$ cat src/rtl/riscv_pkg.sv
// Shared RV32I decode definitions: opcodes, immediate formats and the ID/EX register layout.
package riscv_pkg;

    localparam int XLEN   = 32;
    localparam int REG_AW = 5;

    localparam logic [6:0] OP_LOAD   = 7'b0000011;
    localparam logic [6:0] OP_IMM    = 7'b0010011;
    localparam logic [6:0] OP_JALR   = 7'b1100111;
    localparam logic [6:0] OP_STORE  = 7'b0100011;
    localparam logic [6:0] OP_BRANCH = 7'b1100011;
    localparam logic [6:0] OP_LUI    = 7'b0110111;
    localparam logic [6:0] OP_AUIPC  = 7'b0010111;
    localparam logic [6:0] OP_JAL    = 7'b1101111;
    localparam logic [6:0] OP_REG    = 7'b0110011;

    localparam logic [XLEN-1:0] NOP_INSTR = 32'h0000_0013;

    typedef enum logic [2:0] {
        IMM_I,
        IMM_S,
        IMM_B,
        IMM_U,
        IMM_J,
        IMM_NONE
    } imm_t;

    typedef struct packed {
        logic              valid;
        logic [XLEN-1:0]   pc;
        logic [XLEN-1:0]   pc4;
        logic [XLEN-1:0]   rs1_val;
        logic [XLEN-1:0]   rs2_val;
        logic [XLEN-1:0]   imm;
        logic [REG_AW-1:0] rs1;
        logic [REG_AW-1:0] rs2;
        logic [REG_AW-1:0] rd;
        logic [6:0]        opcode;
        logic [2:0]        funct3;
        logic              funct7b5;
        logic              reg_write;
        logic              illegal;
    } id_ex_t;

    // x0 is not hard-wired in the register file, and a same-cycle writeback
    // is not yet visible there, so both cases are resolved here.
    function automatic logic [XLEN-1:0] sel_operand(
        input logic [REG_AW-1:0] rs,
        input logic [XLEN-1:0]   rf_val,
        input logic              wb_we,
        input logic [REG_AW-1:0] wb_rd,
        input logic [XLEN-1:0]   wb_data
    );
        if (rs == '0)
            return '0;
        else if (wb_we && (wb_rd == rs))
            return wb_data;
        else
            return rf_val;
    endfunction

endpackage

$ cat src/rtl/imm_gen.sv
// Combinational RV32I immediate extractor; also classifies the instruction's immediate format.
module imm_gen
    import riscv_pkg::*;
(
    input  logic [XLEN-1:0] instr,
    output logic [XLEN-1:0] imm,
    output imm_t            imm_type
);

    always_comb begin
        imm_type = IMM_NONE;
        case (instr[6:0])
            OP_LOAD, OP_IMM, OP_JALR: imm_type = IMM_I;
            OP_STORE:                 imm_type = IMM_S;
            OP_BRANCH:                imm_type = IMM_B;
            OP_LUI, OP_AUIPC:         imm_type = IMM_U;
            OP_JAL:                   imm_type = IMM_J;
            default:                  imm_type = IMM_NONE;
        endcase
    end

    always_comb begin
        imm = '0;
        case (imm_type)
            IMM_I:   imm = {{20{instr[31]}}, instr[31:20]};
            IMM_S:   imm = {{20{instr[31]}}, instr[31:25], instr[11:7]};
            IMM_B:   imm = {{19{instr[31]}}, instr[31], instr[7], instr[30:25], instr[11:8], 1'b0};
            IMM_U:   imm = {instr[31:12], 12'b0};
            IMM_J:   imm = {{11{instr[31]}}, instr[31], instr[19:12], instr[20], instr[30:21], 1'b0};
            default: imm = '0;
        endcase
    end

endmodule

$ cat src/rtl/decode_stage.sv
// RV32I decode stage: IF/ID register, operand read with writeback bypass, immediate/control
// decode and the ID/EX register with stall (bubble) and flush (kill) handling.
module decode_stage
    import riscv_pkg::*;
(
    input  logic              clk,
    input  logic              rst,
    input  logic              if_valid,
    input  logic [XLEN-1:0]   if_instr,
    input  logic [XLEN-1:0]   if_pc,
    input  logic [XLEN-1:0]   if_pc4,
    input  logic              stall,
    input  logic              flush,
    output logic [REG_AW-1:0] rf_a1,
    output logic [REG_AW-1:0] rf_a2,
    input  logic [XLEN-1:0]   rf_rd1,
    input  logic [XLEN-1:0]   rf_rd2,
    input  logic              wb_we,
    input  logic [REG_AW-1:0] wb_rd,
    input  logic [XLEN-1:0]   wb_data,
    output logic              ex_valid,
    output logic [XLEN-1:0]   ex_pc,
    output logic [XLEN-1:0]   ex_pc4,
    output logic [XLEN-1:0]   ex_rs1_val,
    output logic [XLEN-1:0]   ex_rs2_val,
    output logic [XLEN-1:0]   ex_imm,
    output logic [REG_AW-1:0] ex_rs1,
    output logic [REG_AW-1:0] ex_rs2,
    output logic [REG_AW-1:0] ex_rd,
    output logic [6:0]        ex_opcode,
    output logic [2:0]        ex_funct3,
    output logic              ex_funct7b5,
    output logic              ex_reg_write,
    output logic              ex_illegal
);

    logic            ifid_valid_q, ifid_valid_d;
    logic [XLEN-1:0] ifid_instr_q, ifid_instr_d;
    logic [XLEN-1:0] ifid_pc_q,    ifid_pc_d;
    logic [XLEN-1:0] ifid_pc4_q,   ifid_pc4_d;
    id_ex_t          id_ex_q,      id_ex_d;

    logic [REG_AW-1:0] rs1, rs2, rd;
    logic [6:0]        opcode;
    logic [XLEN-1:0]   imm;
    imm_t              imm_type;
    logic              illegal;
    logic              reg_write;

    always_comb begin
        ifid_valid_d = ifid_valid_q;
        ifid_instr_d = ifid_instr_q;
        ifid_pc_d    = ifid_pc_q;
        ifid_pc4_d   = ifid_pc4_q;
        if (flush) begin
            ifid_valid_d = 1'b0;
        end else if (!stall) begin
            ifid_valid_d = if_valid;
            ifid_instr_d = if_instr;
            ifid_pc_d    = if_pc;
            ifid_pc4_d   = if_pc4;
        end
    end

    assign rs1    = ifid_instr_q[19:15];
    assign rs2    = ifid_instr_q[24:20];
    assign rd     = ifid_instr_q[11:7];
    assign opcode = ifid_instr_q[6:0];
    assign rf_a1  = rs1;
    assign rf_a2  = rs2;

    imm_gen u_imm_gen (
        .instr    (ifid_instr_q),
        .imm      (imm),
        .imm_type (imm_type)
    );

    // R-type is the only legal opcode without an immediate format.
    assign illegal   = (imm_type == IMM_NONE) && (opcode != OP_REG);
    assign reg_write = !illegal && (imm_type != IMM_S) && (imm_type != IMM_B) && (rd != '0);

    always_comb begin
        id_ex_d = '0;
        if (ifid_valid_q && !stall && !flush) begin
            id_ex_d.valid     = 1'b1;
            id_ex_d.pc        = ifid_pc_q;
            id_ex_d.pc4       = ifid_pc4_q;
            id_ex_d.rs1_val   = sel_operand(rs1, rf_rd1, wb_we, wb_rd, wb_data);
            id_ex_d.rs2_val   = sel_operand(rs2, rf_rd2, wb_we, wb_rd, wb_data);
            id_ex_d.imm       = imm;
            id_ex_d.rs1       = rs1;
            id_ex_d.rs2       = rs2;
            id_ex_d.rd        = rd;
            id_ex_d.opcode    = opcode;
            id_ex_d.funct3    = ifid_instr_q[14:12];
            id_ex_d.funct7b5  = ifid_instr_q[30];
            id_ex_d.reg_write = reg_write;
            id_ex_d.illegal   = illegal;
        end
    end

    always_ff @(posedge clk) begin
        if (rst) begin
            ifid_valid_q <= 1'b0;
            ifid_instr_q <= NOP_INSTR;
            ifid_pc_q    <= '0;
            ifid_pc4_q   <= '0;
            id_ex_q      <= '0;
        end else begin
            ifid_valid_q <= ifid_valid_d;
            ifid_instr_q <= ifid_instr_d;
            ifid_pc_q    <= ifid_pc_d;
            ifid_pc4_q   <= ifid_pc4_d;
            id_ex_q      <= id_ex_d;
        end
    end

    assign ex_valid     = id_ex_q.valid;
    assign ex_pc        = id_ex_q.pc;
    assign ex_pc4       = id_ex_q.pc4;
    assign ex_rs1_val   = id_ex_q.rs1_val;
    assign ex_rs2_val   = id_ex_q.rs2_val;
    assign ex_imm       = id_ex_q.imm;
    assign ex_rs1       = id_ex_q.rs1;
    assign ex_rs2       = id_ex_q.rs2;
    assign ex_rd        = id_ex_q.rd;
    assign ex_opcode    = id_ex_q.opcode;
    assign ex_funct3    = id_ex_q.funct3;
    assign ex_funct7b5  = id_ex_q.funct7b5;
    assign ex_reg_write = id_ex_q.reg_write;
    assign ex_illegal   = id_ex_q.illegal;

endmodule

$ cat config.mk
export PLATFORM = sky130hd
export DESIGN_NAME = decode_stage
export DESIGN_NICKNAME = d
export VERILOG_FILES = /design/src/rtl/riscv_pkg.sv /design/src/rtl/imm_gen.sv /design/src/rtl/decode_stage.sv
export SDC_FILE = /design/constraint.sdc
export NUM_CORES = 1
export LEC_CHECK = 0
export ABC_CLOCK_PERIOD_IN_PS = 3700
export BUFFER_PORTS_ARGS = -buffer_cell sky130_fd_sc_hd__buf_4
export CORE_MARGIN = 2
export CORE_UTILIZATION = 30
export CTS_CLUSTER_SIZE = 28
export DETAILED_ROUTE_END_ITERATION = 7
export SYNTH_ARGS = -nofsm -noshare
export SYNTH_HDL_FRONTEND = slang
export SYNTH_SLANG_ARGS = --single-unit
$ cat constraint.sdc
create_clock -name clk -period 3.7 [get_ports clk]
set_input_delay 0.555 -clock clk [delete_from_list [all_inputs] [get_ports clk]]
set_output_delay 0.555 -clock clk [all_outputs]
set_load 0.01 [all_outputs]
### After elaboration in Yosys (flattened, before gate mapping)

Cells that the tools add are included.
W data, S select, Z words.

| cells by class | value |
|---|---|
| multiplexer cells | 7 |
| eq/ne operators | 18 |
| reductions and logical operators | 22 |
| bitwise gates (word level) | 3 |

Operators by type and width:

| operator | count |
|---|---|
| $mux W189 | 1 |
| $pmux W32 S5 | 1 |
| $mux W32 | 4 |
| $eq A7 B7 Y1 const B | 3 |
| $pmux W3 S5 | 1 |
| $eq A7 B5 Y1 const B | 2 |
| $eq A7 B6 Y1 const B | 2 |
| $eq A5 B5 Y1 | 2 |
| $logic_not A5 Y1 | 2 |
| $reduce_or A3 Y1 | 3 |
| $logic_and A1 B1 Y1 | 8 |
| $eq A7 B2 Y1 const B | 1 |
| $ne A7 B6 Y1 const B | 1 |
| $eq A3 B2 Y1 const B | 2 |
| $eq A3 B3 Y1 const B | 2 |
| $reduce_or A2 Y1 | 3 |
| $reduce_bool A5 Y1 | 1 |
| $eq A3 B1 Y1 const B | 1 |
| $logic_not A1 Y1 | 3 |
| $logic_not A3 Y1 | 1 |
| $ne A3 B1 Y1 const B | 1 |
| $ne A3 B2 Y1 const B | 1 |
| $not A1 Y1 | 3 |
| $reduce_and A2 Y1 | 1 |

| storage, ports and cells | value |
|---|---|
| output and inout port bits | 199 |
| register bits | 286 |
| word-level logic and storage cells | 68 |
| input bits | 203 |

### Depth between registers and ports, before layout

| logic depth | value |
|---|---|
| depth after elaboration | 10 |
| gate-level depth with buffers | 7 |
| depth with buffers taken out | 4 |

### Modules after synthesis

A second synthesis with hierarchy kept.

| second synthesis, totals | value |
|---|---|
| cells, all modules | 1117 |
| area total of the unflattened synthesis | 10162.2 um^2 |

Modules (own cells, without submodules):

| module | cells an instance | seq. area each (um^2) | times used | area each (um^2) |
|---|---|---|---|---|
| decode_stage | 1012 | 5725.5 | 1 | 9422.8 |
| imm_gen | 105 | 0.0 | 1 | 739.5 |

### Least setup slack after synthesis

Ideal clock, no wire load.

| path | value |
|---|---|
| path kind | input to register |
| start | input port rst |
| end | register id_ex_q, in the netlist ex_imm[10] |
| arrival time | 1922 ps |
| path slack | 1705 ps |
| data required time | 3627 ps |
| buffers on the path | 3 |
| library setup time | 73 ps |
| stages | 6 |
| cell sequence | buf_2 > or4b_1 > buf_6 > a311o_1 > buf_6 > nor3b_2 |

| on the way | value |
|---|---|
| cells in the longest elaborated chain, start to end | 1 |

Ends and longest elaborated chain:

| item | RTL line | RTL |
|---|---|---|
| start, declared | decode_stage.sv:7 | `input logic rst,` |
| $reduce_or A2 Y1 (no line) | n/a |  |
| end signal, assigned | decode_stage.sv:114 | `id_ex_q <= id_ex_d;` |
| end, declared | decode_stage.sv:41 | `id_ex_t id_ex_q, id_ex_d;` |

Every way passes these cells.
A chain may end at the register's enable or synchronous reset.

### Final worst setup path

| path | value |
|---|---|
| start | register ifid_instr_q[21] |
| end | register id_ex_q, in the netlist ex_rs2_val[31] |

| on the way | value |
|---|---|
| cells in the longest elaborated chain, start to end | 3 |
| elaborated cells on any way between the ends | 5 |
| those cells by class | eq/ne: 1; mux: 1; reduce/logical: 3 |

Ends and longest elaborated chain:

| item | RTL line | RTL |
|---|---|---|
| start, declared | decode_stage.sv:38 | `logic [XLEN-1:0] ifid_instr_q, ifid_instr_d;` |
| start signal, assigned | decode_stage.sv:111 | `ifid_instr_q <= ifid_instr_d;` |
| $eq A5 B5 Y1 | riscv_pkg.sv:56 | `else if (wb_we && (wb_rd == rs))` |
| $logic_and A1 B1 Y1 | riscv_pkg.sv:56 |  |
| $mux W32 | riscv_pkg.sv:56 |  |

Several ways; a longest one is shown, not always the timed one.

==> impl_metrics.yaml <==
timing:
  period_needed_ns: 2.28
  maxSlewViolCount: 0
  rsz0062_at_grt: "no"
  relSlewSlack_pct: 28.5
  setup_slack_ns: 1.42
  finalHoldViolations: 0
  finalCritPeriodShare_pct: 61.6
  tns_ns: 0
  setup_viol: 0
  finClkSkew_ns: 0.0165
  worst_pin_slew_ns: 1.07
  fmax_ghz: 0.439
detailed_routing:
  first_iter_violations: 464
  drc_errors: 0
  drtAntennaViolNets: 0
  via_per_inst: 4.59
  firstDrtPassIters: 5
  wl_um: 32100
  dr_total_vias: 8721
  post_drt_wl_per_cell_um: 16.9
power:
  power.switching_mw: 1.52
  clock_power_share_pct: 47.2
  finalPower_mw: 6.81
  p_int_mw: 5.29
  seqPwrFrac_pct: 46.6
  vdd_drop_max_mv: 0.376
  p_comb_share_pct: 6.2
  p_sw_share_pct: 22.4
  power.density_mw_per_mm2: 485
  p_leak_nw: 5.96
logic_synthesis:
  synth_cell_type_count: 41
  netlist_area_mm2: 0.00975
  synthCells: 1074
  synth_nets: 1277
  yosys_most_used_dff: "dfxtp_1"
  synth_edf_count: 0
  yosysWarnings: 0
  synth.avg_cell_area_um2: 9.08
  synth_seq_cells: 286
  async_reset_ff_share_pct: 0
  seq_area_frac_synth_pct: 58.7
cells_and_area:
  nNetsFinal: 1635
  num_antenna_cells: 0
  fillers: 3189
  final_common_cell: "buf_4"
  final_cell_mix: "buf_4, dfxtp_1, nand2_1, a21oi_1, and2_1"
  area_delta_synth_final_pct: 44.0
  final_cells: 1898
  layout-drive-gt1-share_pct: 33.3
critical_path:
  path_buf_inv: 2
  cpPeakStageDelay_ns: 0.56
  crit_path_frequent_cell: "buf_4"
  path_cells: "xor2_1, nor4_4, buf_4, and2_1, buf_4, o21ai_0"
  end_kind: "register"
  arrival_ns: 2.71
  critical-path-top-delay-family: "buffers and inverters"
  start_kind: "register"
  worstPathRequired_ns: 4.13
  slowest_stage: "dfxtp_1"
  cp_max_fo: 33
  criticalPathCategory: "reg2reg"
floorplanning:
  core_mm2: 0.0323
  initial_core_util_pct: 30.2
  rows: 66
  die_area_mm2: 0.0340
  ios: 402
  die_h_um: 184
  die_w_um: 184
cts:
  worstSkewPairLatency_ns: 0.57
  cts_resized: 0
  clockBufferDepth: 3
  cts_hold_buf: 0
  root_buffer: "clkbuf_16"
  clock-sinks: 286
  h-tree-depth: 1
  numCtsBuffers: 30
  tritoncts: "done"
  postCtsSetupRepairBufs: 0
  clkTransAtPathRegs_ns: 0.06
hold_path:
  hold_path.class: "in2reg"
global_route:
  grt_pass1_wl_um: 47300
  grt_pass1_vias: 8227
  grt_util_all_layers_pct: 17.9
  antenna_found_initial: 1
  grt_overflow: 0
  grt_max_degree: 65
place:
  gp_congestion: 0.809
  post-dp-hpwl_um: 22500
  dp_slack_ns: 0.967
  place_inst: 1842
  io_buffers: 401
run_status:
  status: "finished, final reports clean"
run:
  max-cap-violations: 0
[kinds of logic (layout without fill, tap and decap cells)]
logic type      after synthesis  in the layout  synth area share (%)
simple gates                480            480                  24.1
flops                       286            286                  58.7
mux                           2              2                 0.205
compound gates              198            198                  10.7
buf+inv                      98            480                  5.43
xor+xnor                     10             10                 0.898
[cell type report]
| cell class | count | area (um^2) | share of cell area, % |
|---|---|---|---|
| multi-input cells | 690 | 3520 | 25.1 |
| clock inverters | 12 | 208 | 1.48 |
| inverters | 5 | 23.8 | 0.169 |
| well taps | 442 | 553 | 3.94 |
| flip-flops and latches | 286 | 5730 | 40.8 |
| repair buffers | 419 | 3150 | 22.4 |
| clock buffers | 44 | 853 | 6.08 |
[registers in the layout, summed over array words and instances, names as in the netlist, 5 cells and up]
signal	count
ex_rs2_val	32
ex_opcode	7
ifid_pc_q	32
ex_pc	32
ex_pc4	32
ifid_pc4_q	32
ifid_instr_q	32
ex_rs2	5
ex_rs1_val	32
ex_rs1	5
ex_rd	5
ex_imm	32
[cell usage after synthesis (3+ instances only)]
| master | number | area share [%] |
|---|---|---|
| nor3_1 | 3 | 0.15 |
| nand3b_1 | 3 | 0.23 |
| dfxtp_1 | 286 | 59 |
| a21oi_1 | 117 | 6.0 |
| xor2_1 | 8 | 0.72 |
| nand2_1 | 278 | 11 |
| and2_1 | 91 | 5.8 |
| nor3b_2 | 6 | 0.77 |
| a22oi_1 | 4 | 0.31 |
| buf_1 | 4 | 0.15 |
| o21ai_0 | 11 | 0.56 |
| o21ai_1 | 58 | 3.0 |
| nor2_1 | 12 | 0.46 |
| buf_6 | 14 | 1.6 |
| nand4_1 | 64 | 4.1 |
| nand4b_1 | 3 | 0.27 |
| clkbuf_1 | 54 | 2.1 |
| inv_1 | 3 | 0.12 |
| nor4_1 | 3 | 0.19 |
| buf_4 | 10 | 0.77 |
| buf_2 | 11 | 0.56 |
[metal layers]
metal  wire length, um  GRT usage, %  up-vias
met2             14700          29.8      388
met1             12700          20.9     4010
li1                  -             -     4264
met4              1110          6.02        0
met5                 0             0        -
met3              3620          7.11       59
[metrics by stage]
step / cell area, um^2 / util (%) / hold WS, ns
after global routing: 14000 / 43.5 / 0.180
after floorplan: 9750 / - / 0.430
after global placement: 13000 / 40.2 / 0.434
after detailed placement: 13000 / 40.2 / 0.439
final: 14000 / 43.5 / 0.194
after CTS: 14000 / 43.5 / 0.178
[path summary, 6_finish.rpt]
check                                 from                         to  slack (ns)  depth (start not counted)
min                                  flush  ifid_valid_q$_SDFFE_PP0N_        0.19                          2
max reg2reg  ifid_instr_q[21]$_SDFFE_PP0P_  ex_rs2_val[31]$_SDFF_PP0_        1.42                          6
max          ifid_instr_q[21]$_SDFFE_PP0P_  ex_rs2_val[31]$_SDFF_PP0_        1.42                          6
min reg2reg    ifid_pc4_q[30]$_SDFFE_PP0P_      ex_pc4[30]$_SDFF_PP0_        0.45                          1
[power groups by stage]
stage | logic, mW | clock network [mW] | registers (mW)
3_3_place_gp | 0.425 | 0 | 3.24
5_1_grt | 0.466 | 3.39 | 3.18
6_report | 0.424 | 3.21 | 3.17
4_1_cts | 0.428 | 3.27 | 3.17
3_5_place_dp | 0.427 | 0 | 3.24
2_1_floorplan | 0.179 | 0 | 3.22
No activity file was read; power rests on OpenSTA's default activity.
